==> src/rtl/fft_stream_n.sv <==
// Streaming N-point radix-2 DIT FFT/IFFT: bit-reversed load, in-place
// butterflies (one per cycle), then natural-order unload with backpressure.
module fft_stream_n #(
    parameter int N_LOG2 = 3,
    parameter int DW     = 16,
    parameter int FRAC   = 12
) (
    input  logic                 clk,
    input  logic                 reset,
    input  logic                 mode,
    input  logic                 in_valid,
    output logic                 in_ready,
    input  logic signed [DW-1:0] in_re,
    input  logic signed [DW-1:0] in_im,
    output logic                 out_valid,
    input  logic                 out_ready,
    output logic signed [DW-1:0] out_re,
    output logic signed [DW-1:0] out_im,
    output logic                 out_last,
    output logic                 busy
);

    localparam int N   = 1 << N_LOG2;
    localparam int SW  = DW + 2;
    localparam int PW  = 2 * DW + 2;
    localparam int STW = $clog2(N_LOG2);

    localparam logic signed [SW-1:0] SAT_HI = {3'b000, {(DW-1){1'b1}}};
    localparam logic signed [SW-1:0] SAT_LO = {3'b111, {(DW-1){1'b0}}};

    typedef enum logic [1:0] {LOAD, COMPUTE, UNLOAD} state_t;

    state_t state_q, state_d;

    logic [N_LOG2-1:0] wr_cnt;
    logic [STW-1:0]    stage;
    logic [N_LOG2-2:0] bfly;
    logic [N_LOG2:0]   rd_addr;
    logic              mode_q;

    logic signed [DW-1:0] mem_re [N];
    logic signed [DW-1:0] mem_im [N];

    function automatic logic signed [DW-1:0] tw_val(input int k, input bit use_sin);
        real ang;
        real v;
        int  r;
        ang = 2.0 * 3.14159265358979323846 * real'(k) / real'(N);
        v   = (use_sin ? $sin(ang) : $cos(ang)) * real'(1 << FRAC);
        r   = (v >= 0.0) ? $rtoi(v + 0.5) : -$rtoi(0.5 - v);
        return DW'(r);
    endfunction

    function automatic logic [N_LOG2-1:0] bitrev(input logic [N_LOG2-1:0] x);
        logic [N_LOG2-1:0] r;
        for (int i = 0; i < N_LOG2; i++) begin
            r[i] = x[N_LOG2-1-i];
        end
        return r;
    endfunction

    // Inverse frames halve every stage so the full transform carries 1/N.
    function automatic logic signed [DW-1:0] scale_sat(input logic signed [SW-1:0] x,
                                                      input logic inv);
        logic signed [SW-1:0] y;
        y = inv ? (x >>> 1) : x;
        if (y > SAT_HI) begin
            return SAT_HI[DW-1:0];
        end else if (y < SAT_LO) begin
            return SAT_LO[DW-1:0];
        end else begin
            return y[DW-1:0];
        end
    endfunction

    logic signed [DW-1:0] tw_cos [N/2];
    logic signed [DW-1:0] tw_sin [N/2];

    for (genvar k = 0; k < N/2; k++) begin : g_tw
        localparam logic signed [DW-1:0] C_VAL = tw_val(k, 1'b0);
        localparam logic signed [DW-1:0] S_VAL = tw_val(k, 1'b1);
        assign tw_cos[k] = C_VAL;
        assign tw_sin[k] = S_VAL;
    end

    logic              accept_in;
    logic              accept_out;
    logic              last_bfly;
    logic              load_out;

    assign in_ready   = (state_q == LOAD);
    assign busy       = (state_q != LOAD);
    assign accept_in  = in_valid && in_ready;
    assign accept_out = out_valid && out_ready;
    assign last_bfly  = (stage == STW'(N_LOG2 - 1)) && (&bfly);
    assign load_out   = (state_q == UNLOAD) && !rd_addr[N_LOG2] && (!out_valid || out_ready);

    // Butterfly addressing: the stage's span splits the counter into group and position.
    logic [N_LOG2-2:0] low_mask;
    logic [N_LOG2-2:0] pos;
    logic [N_LOG2-2:0] grp;
    logic [N_LOG2-2:0] tw_k;
    logic [N_LOG2-1:0] half_bit;
    logic [N_LOG2-1:0] idx_a;
    logic [N_LOG2-1:0] idx_b;

    always_comb begin
        low_mask = ~({(N_LOG2-1){1'b1}} << stage);
        pos      = bfly & low_mask;
        grp      = bfly & ~low_mask;
        half_bit = {{(N_LOG2-1){1'b0}}, 1'b1} << stage;
        idx_a    = {grp, 1'b0} | {1'b0, pos};
        idx_b    = idx_a | half_bit;
        tw_k     = pos << (STW'(N_LOG2 - 1) - stage);
    end

    logic signed [DW-1:0] a_re, a_im, b_re, b_im, w_re, w_im;
    logic signed [PW-1:0] p_re, p_im;
    logic signed [SW-1:0] wb_re, wb_im, s_re, s_im, d_re, d_im;
    logic signed [DW-1:0] na_re, na_im, nb_re, nb_im;

    always_comb begin
        a_re  = mem_re[idx_a];
        a_im  = mem_im[idx_a];
        b_re  = mem_re[idx_b];
        b_im  = mem_im[idx_b];
        w_re  = tw_cos[tw_k];
        w_im  = mode_q ? tw_sin[tw_k] : -tw_sin[tw_k];
        p_re  = PW'(w_re) * PW'(b_re) - PW'(w_im) * PW'(b_im);
        p_im  = PW'(w_re) * PW'(b_im) + PW'(w_im) * PW'(b_re);
        wb_re = SW'(p_re >>> FRAC);
        wb_im = SW'(p_im >>> FRAC);
        s_re  = SW'(a_re) + wb_re;
        s_im  = SW'(a_im) + wb_im;
        d_re  = SW'(a_re) - wb_re;
        d_im  = SW'(a_im) - wb_im;
        na_re = scale_sat(s_re, mode_q);
        na_im = scale_sat(s_im, mode_q);
        nb_re = scale_sat(d_re, mode_q);
        nb_im = scale_sat(d_im, mode_q);
    end

    always_ff @(posedge clk) begin
        if (reset) begin
            state_q <= LOAD;
        end else begin
            state_q <= state_d;
        end
    end

    always_comb begin
        state_d = state_q;
        case (state_q)
            LOAD:    if (accept_in && (&wr_cnt)) state_d = COMPUTE;
            COMPUTE: if (last_bfly)              state_d = UNLOAD;
            UNLOAD:  if (accept_out && out_last) state_d = LOAD;
            default: state_d = LOAD;
        endcase
    end

    always_ff @(posedge clk) begin
        if (reset) begin
            wr_cnt    <= '0;
            stage     <= '0;
            bfly      <= '0;
            rd_addr   <= '0;
            mode_q    <= 1'b0;
            out_valid <= 1'b0;
            out_last  <= 1'b0;
            out_re    <= '0;
            out_im    <= '0;
        end else begin
            if (accept_in) begin
                if (wr_cnt == '0) begin
                    mode_q <= mode;
                end
                wr_cnt <= wr_cnt + 1'b1;
            end

            if (state_q == COMPUTE) begin
                bfly <= bfly + 1'b1;
                if (last_bfly) begin
                    stage <= '0;
                end else if (&bfly) begin
                    stage <= stage + 1'b1;
                end
            end

            // Output register refills only when empty or being drained.
            if (load_out) begin
                out_re    <= mem_re[rd_addr[N_LOG2-1:0]];
                out_im    <= mem_im[rd_addr[N_LOG2-1:0]];
                out_last  <= &rd_addr[N_LOG2-1:0];
                out_valid <= 1'b1;
                rd_addr   <= rd_addr + 1'b1;
            end else if (accept_out) begin
                out_valid <= 1'b0;
                out_last  <= 1'b0;
            end

            if (accept_out && out_last) begin
                rd_addr <= '0;
            end
        end
    end

    always_ff @(posedge clk) begin
        if (accept_in) begin
            mem_re[bitrev(wr_cnt)] <= in_re;
            mem_im[bitrev(wr_cnt)] <= in_im;
        end else if (state_q == COMPUTE) begin
            mem_re[idx_a] <= na_re;
            mem_im[idx_a] <= na_im;
            mem_re[idx_b] <= nb_re;
            mem_im[idx_b] <= nb_im;
        end
    end

endmodule
==> config.mk <==
export PLATFORM = sky130hd
export DESIGN_NAME = fft_stream_n
export DESIGN_NICKNAME = d
export VERILOG_FILES = /design/src/rtl/fft_stream_n.sv
export SDC_FILE = /design/constraint.sdc
export NUM_CORES = 2
export LEC_CHECK = 0
export BUFFER_PORTS_ARGS = -buffer_cell sky130_fd_sc_hd__buf_4
export CORE_ASPECT_RATIO = 0.7
export CORE_MARGIN = 2
export CORE_UTILIZATION = 60
export DETAILED_ROUTE_END_ITERATION = 10
export PLACE_DENSITY_LB_ADDON = 0.05
export SETUP_SLACK_MARGIN = 0.5
export SLEW_MARGIN = 30
export SYNTH_ARGS = -nofsm -noshare
export SYNTH_HDL_FRONTEND = slang
export SYNTH_SLANG_ARGS = --single-unit
==> constraint.sdc <==
create_clock -name clk -period 18.7 [get_ports clk]
set_clock_uncertainty 0.2 [all_clocks]
set_input_delay 3.74 -clock clk [delete_from_list [all_inputs] [get_ports clk]]
set_output_delay 3.74 -clock clk [all_outputs]
set_load 0.01 [all_outputs]
# Yosys cells after proc, flatten, opt, wreduce, memory -nomap -nowiden
# Memories as Yosys holds them, arrays and structs flattened. A register that Yosys moved wholly into a read port is not among the register bits.
# Index checks and enable logic that the tools add are counted.
# word_totals
register_bits	16
mem_bits_rw	256
input_bits	37
elab_cells	114
memories	2
# memory_table
memory	words	width	rd	rd_ports_with_merged_regs	wr	line_no	rtl
mem_im	8	16	3	1	2	42	logic signed [DW-1:0] mem_im [N];
mem_re	8	16	3	1	2	41	logic signed [DW-1:0] mem_re [N];
# op_classes
n_addsub	12
multipliers	4
magnitude_cmp	9
n_eq_ne	6
shift	3
n_mux	39
n_bitwise	7
reduce_logical	24
# ops
cell	n
two-way mux 16 bit	15
multiplier 16 x 16 -> 30 bit	4
greater-than comparator 18 x 16 -> 1 bit (second input constant)	4
< comparator 18 x 16 -> 1 bit (second input constant)	4
two-way mux 17 bit	4
binary-select mux 16 bit (select 2 bit)	2
adder 16 x 18 -> 18 bit	2
subtractor 16 x 18 -> 18 bit	2
OR reduction 16 bit	2
adder 30 bit	1
subtractor 30 bit	1
negator 16 bit	1
two-way mux 1 bit	10
two-way mux 2 bit	5
AND reduction 3 bit	3
logical AND 1 bit	7
two-way mux 3 bit	2
one-hot mux 2 bit (3 select lines)	1
AND reduction 2 bit	3
nonzero test 2 bit	3
adder 2 x 1 -> 2 bit (second input constant)	2
adder 4 x 1 -> 4 bit (second input constant)	1
bitwise AND 2 bit	2
== test 2 bit (second input constant)	2
other kinds (18)	21

# Depth between registers and ports, before layout
# logic_depth
ltp_word	18
mapped_depth	57
ltp_nobuf	50

# Worst setup path before layout
# Ideal clock, no wire load.
# synth_path
path_kind	flip-flop to flip-flop
from	register stage[1]
to	memory mem_re[0][10] (data pin)
setup_time_ns	0.291
arrival_time_ns	11.863
path_slack_ns	6.346
path_stages_with_launch	45
path_buffers	8
synth_period_minus_slack_ns	12.354
path_cell_list	dfxtp_1 -> buf_4 -> clkbuf_1 -> inv_1 -> ha_1 -> buf_2 -> a2111o_1 -> clkbuf_1 -> buf_1 -> buf_1 -> o221ai_1 -> a31oi_1 -> o21ai_1 -> nor2_1 -> fa_1 -> inv_1 -> fa_1 -> fa_1 -> (+9 left out) -> a21o_1 -> a221oi_1 -> a21bo_2 -> a21oi_1 -> nor2b_1 -> o21a_1 -> nor2_1 -> o21bai_1 -> xor2_1 -> ha_1 -> clkbuf_1 -> inv_1 -> a221oi_1 -> xnor3_2 -> nor2_1 -> buf_6 -> a222oi_1 -> mux2i_1
# synth_rtl
item	line_no	rtl
from (decl)	36	logic [STW-1:0] stage;
from (signal assigned)	185	stage <= stage + 1'b1;
to (decl)	41	

==> summary.md <==
The count of final hold-check violations is 0, and the number of synthesized register bits is 304. In this run the worst hold path is classified as register to register. The tools report the combinational share of power as 35.4%.

The first global-routing pass estimated 236.7 mm of wire. The setup fix buffers added after clock tree synthesis came out at 0. In the post-synthesis netlist, the biggest area contributors are sky130_fd_sc_hd__fa_1, sky130_fd_sc_hd__edfxtp_1, sky130_fd_sc_hd__ha_1. The tools report the initial antenna violation count as 4. The static leakage came out at 24.67 nW. The largest total area in the synthesized netlist belongs to sky130_fd_sc_hd__fa_1. No sink is reached through more buffers than the 3 on the longest clock path. The tools report the root buffer selected by CTS as sky130_fd_sc_hd__clkbuf_16.

The power density of the placed cells was 42.48 nW/µm². In this run, placement finished with an instance count of 5793. For the number of unique standard cell types used by synthesis, the log shows 84. The sequential share of power was 34.9%. The number of cells in the finished layout apart from fillers was 5848; the clock edge transition at the registers on the reported setup and hold paths was 0.08 ns. The number of global-route vias before repair was 37110.

The type of the setup path with the least slack is register to register. Across the run, the number of max-cap violations was 0. The worst setup path is captured at a register. After detailed routing, the number of remaining DRC violations is 0.

The maximum single-stage delay on the critical path works out to 0.88 ns. Counting flops with an async set or reset pin after synthesis yields a share of 0%. Adding up every negative setup slack in the final design gives 0 ns. At the pin with the least slew margin, the transition time is 1.116 ns. The worst pin sits at a relative slew slack of 25.01%. The slowest library cell on the worst path was sky130_fd_sc_hd__fa_1. The worst path meets setup with 3.286 ns of slack.

Leaving out fill and tap cells, the most frequent cells in the layout are sky130_fd_sc_hd__inv_1, sky130_fd_sc_hd__fa_1, sky130_fd_sc_hd__ha_1. In this run the worst path has a maximum fanout of 38. After synthesis, the share of cell area in mux cells is 8.621%. The most common library cell in the layout ignoring fill and taps is sky130_fd_sc_hd__inv_1. Measured along the x axis, the die boundary spans 343.3 µm. TritonCTS built the clock tree. Entering global routing, the biggest net connects 80 pins. Sequential elements use 17.89% of the synthesized area. The run gives 0 as the aggregate global routing overflow. Counting the buffers created by CTS gives 28.

Subtracting the final worst setup slack from the clock period gives 15.41 ns. The ratio of final minimum period to clock period was 82.43%. The die area was 82890 µm²; the detailed placement HPWL was 120.2 mm.

After the first detailed-routing iteration, the DRC count stood at 4987. The area growth from synthesis to layout is 6.028%. For this design, the CTS-stage hold fixing added 0 buffers.

The run gives 0.8098 mW as the switching power. Type of element launching the critical path: a register. The number of enable-type register cells in the synthesized netlist was 256; the data required time at the worst endpoint was 18.94 ns. VDD sags by at most 0.00006684 V. Setup repair after global routing left no endpoint under its margin.

The final net count is 5919. The final max-slew violation count was 0. In the synthesized netlist, the number of instances is 4798.

After Yosys synthesis, full adders, half adders and majority gates account for 41.00% of the synthesized area. For the count of final setup violators, the log shows 0. The flow ran to the end, and the final reports show no timing, DRC or antenna violations. The congestion estimate from routability-driven global placement came to 0.9767. After Yosys synthesis, and, or, nand and nor cells account for 7.224% of the synthesized area.

Summing the areas of all compound-gate instances in the mapped netlist gives 12.04% of the synthesized area. The run gives 0.2901 ns as the worst hold slack. Most instantiated flip-flop cell in the synthesis netlist: sky130_fd_sc_hd__edfxtp_1. The routed layout has 37210 vias. Internal power comes to 1.368 mW. STA puts the critical path data arrival time at 15.65 ns. The tools report the timing-limited maximum frequency as 64.88 MHz.

The clock reaches the later pin of the worst-skew pair after 0.60 ns. Number of warnings issued by yosys: 0. For the cell row count, the log shows 87. Counting the fill cells in the layout gives 6699.

At the placement stage, the worst setup path has a slack of 3.619 ns. After clock tree synthesis, the repair step resized 0 gates. The synthesized netlist occupies a cell area of 48340 µm². In this run the tool buffered the top-level ports with 72 buffer cells.

The logs give 38.99% for the global-route usage over all layers and 29.7% for the part of the total power dissipated in the clock network. The floorplan step set the die height to 241.5 µm. After Yosys synthesis, XOR and XNOR cells account for 3.181% of the synthesized area. A synthesized cell averages 10.08 µm². For this block, the routed nets add up to 157.9 mm of wire. The dominant combinational cell family by area after synthesis is adder cells. Of the total power, the share spent switching nets is 37.19%. The tools report the effective utilization at floorplan as 60.34%.

In the final routed layout, each cell accounts on average for 27.00 µm. Area share of the leading cell type in the synthesized netlist: 31.68%. The cell with the most instances on the worst path was sky130_fd_sc_hd__fa_1. The run gives 304 as the CTS sink count. In this run the standard cell core region covers 80120 µm². In this run the remaining antenna-violating nets after routing total 0. The fraction of final layout cells with drive strength greater than 1 was 8.475%; the number of ports placed on the die boundary was 73.

The via-per-instance ratio came out at 6.362. The total nets after synthesis was 5960; the total iterations of the first detailed-routing run was 11. The total number of H-tree levels was 1; the overall power was 2.177 mW.
==> metrics by stage <==
step | utilization (%) | area, µm²
after floorplan | - | 48340
after global placement | 62.54 | 50100
after detailed placement | 62.70 | 50230
after CTS | 63.91 | 51200
after global routing | 63.97 | 51250
final | 63.98 | 51260
==> worst max-delay path, delay by kind of cell (launching register included) <==
family	cells	cell delay, ns
AOI/OAI and AO/OA	15	3.91
muxes	1	0.15
xor gates and xnor gates	1	0.18
buffers and inverters	10	2.49
and+or+nand+nor	6	2.08
adders and majority gates	11	5.92
DFF	1	0.30
==> flip-flops by register name (all words and copies together) (netlist names), 2 cells and up <==
name     flops
wr_cnt       3
out_im      16
mem_im     128
state_q      2
mem_re     128
out_re      16
bfly         2
rd_addr      4
stage        2
==> path summary, 6_finish.rpt <==
check                                from           end  slack (ns)  cells after the start
worst min-delay path            wr_cnt[1]     wr_cnt[1]        0.29                      2
worst max-delay path             stage[1]  mem_re[5][1]        3.29                     44
worst max register to register   stage[1]  mem_re[5][1]        3.29                     44
worst min register to register  wr_cnt[1]     wr_cnt[1]        0.29                      2
==> kinds of logic after synthesis <==
| kind of cell | Yosys count |
|---|---|
| AOI/OAI and AO/OA | 843 |
| adders and majority gates | 1125 |
| xor gates and xnor gates | 169 |
| muxes | 296 |
| DFF | 304 |
| and+or+nand+nor | 777 |
| buffers and inverters | 1284 |
==> synth_stat cells, drive strengths merged, types with 18 or more instances <==
cell type and count:
inv 1052, fa 765, ha 360, nand2 289, edfxtp 256, nor2 248, mux2i 197, clkbuf 188
o21ai 175, a21oi 141, xnor2 124, a22oi 122, mux4 96, o22ai 71, and2 64, nor2b 53
dfxtp 48, a211oi 44, buf 44, xor2 42, a31oi 38, a21o 35, a221o 30, o221ai 30
a32o 29, nor3 28, nand2b 21, a221oi 18, o21bai 18
==> layer usage <==
layer  up-vias  track usage, %  wire length (µm)  part of all wire [%]
met5         -               0                13                0.0082
met4         2           12.25              6526                   4.1
met3       434           13.07             24370                    15
met2      2657           51.36             60740                    38
met1     18340           60.03             66250                    42
li1      15780               -                 -                     -
==> area by class of cell <==
cell class | instances | area, µm² | area share [%]
Tap cell | 1068 | 1336 | 2.607
Multi-Input combinational cell | 3210 | 35110 | 68.50
Clock inverter | 14 | 183.9 | 0.3588
Clock buffer | 38 | 789.5 | 1.540
Timing Repair Buffer | 161 | 1220 | 2.380
Sequential cell | 304 | 8666 | 16.91
Antenna cell | 1 | 2.502 | 0.004882
Inverter | 1052 | 3949 | 7.704
==> power by group through the flow <==
stage	sequential [mW]	clock, mW	combinational, mW
after CTS	0.760	0.636	0.736
after floorplan	0.770	0	0.496
final	0.761	0.646	0.771
after global placement	0.775	0	0.706
after detailed placement	0.775	0	0.731
after global routing	0.762	0.666	0.818
Power figures use the tool's default switching activity.
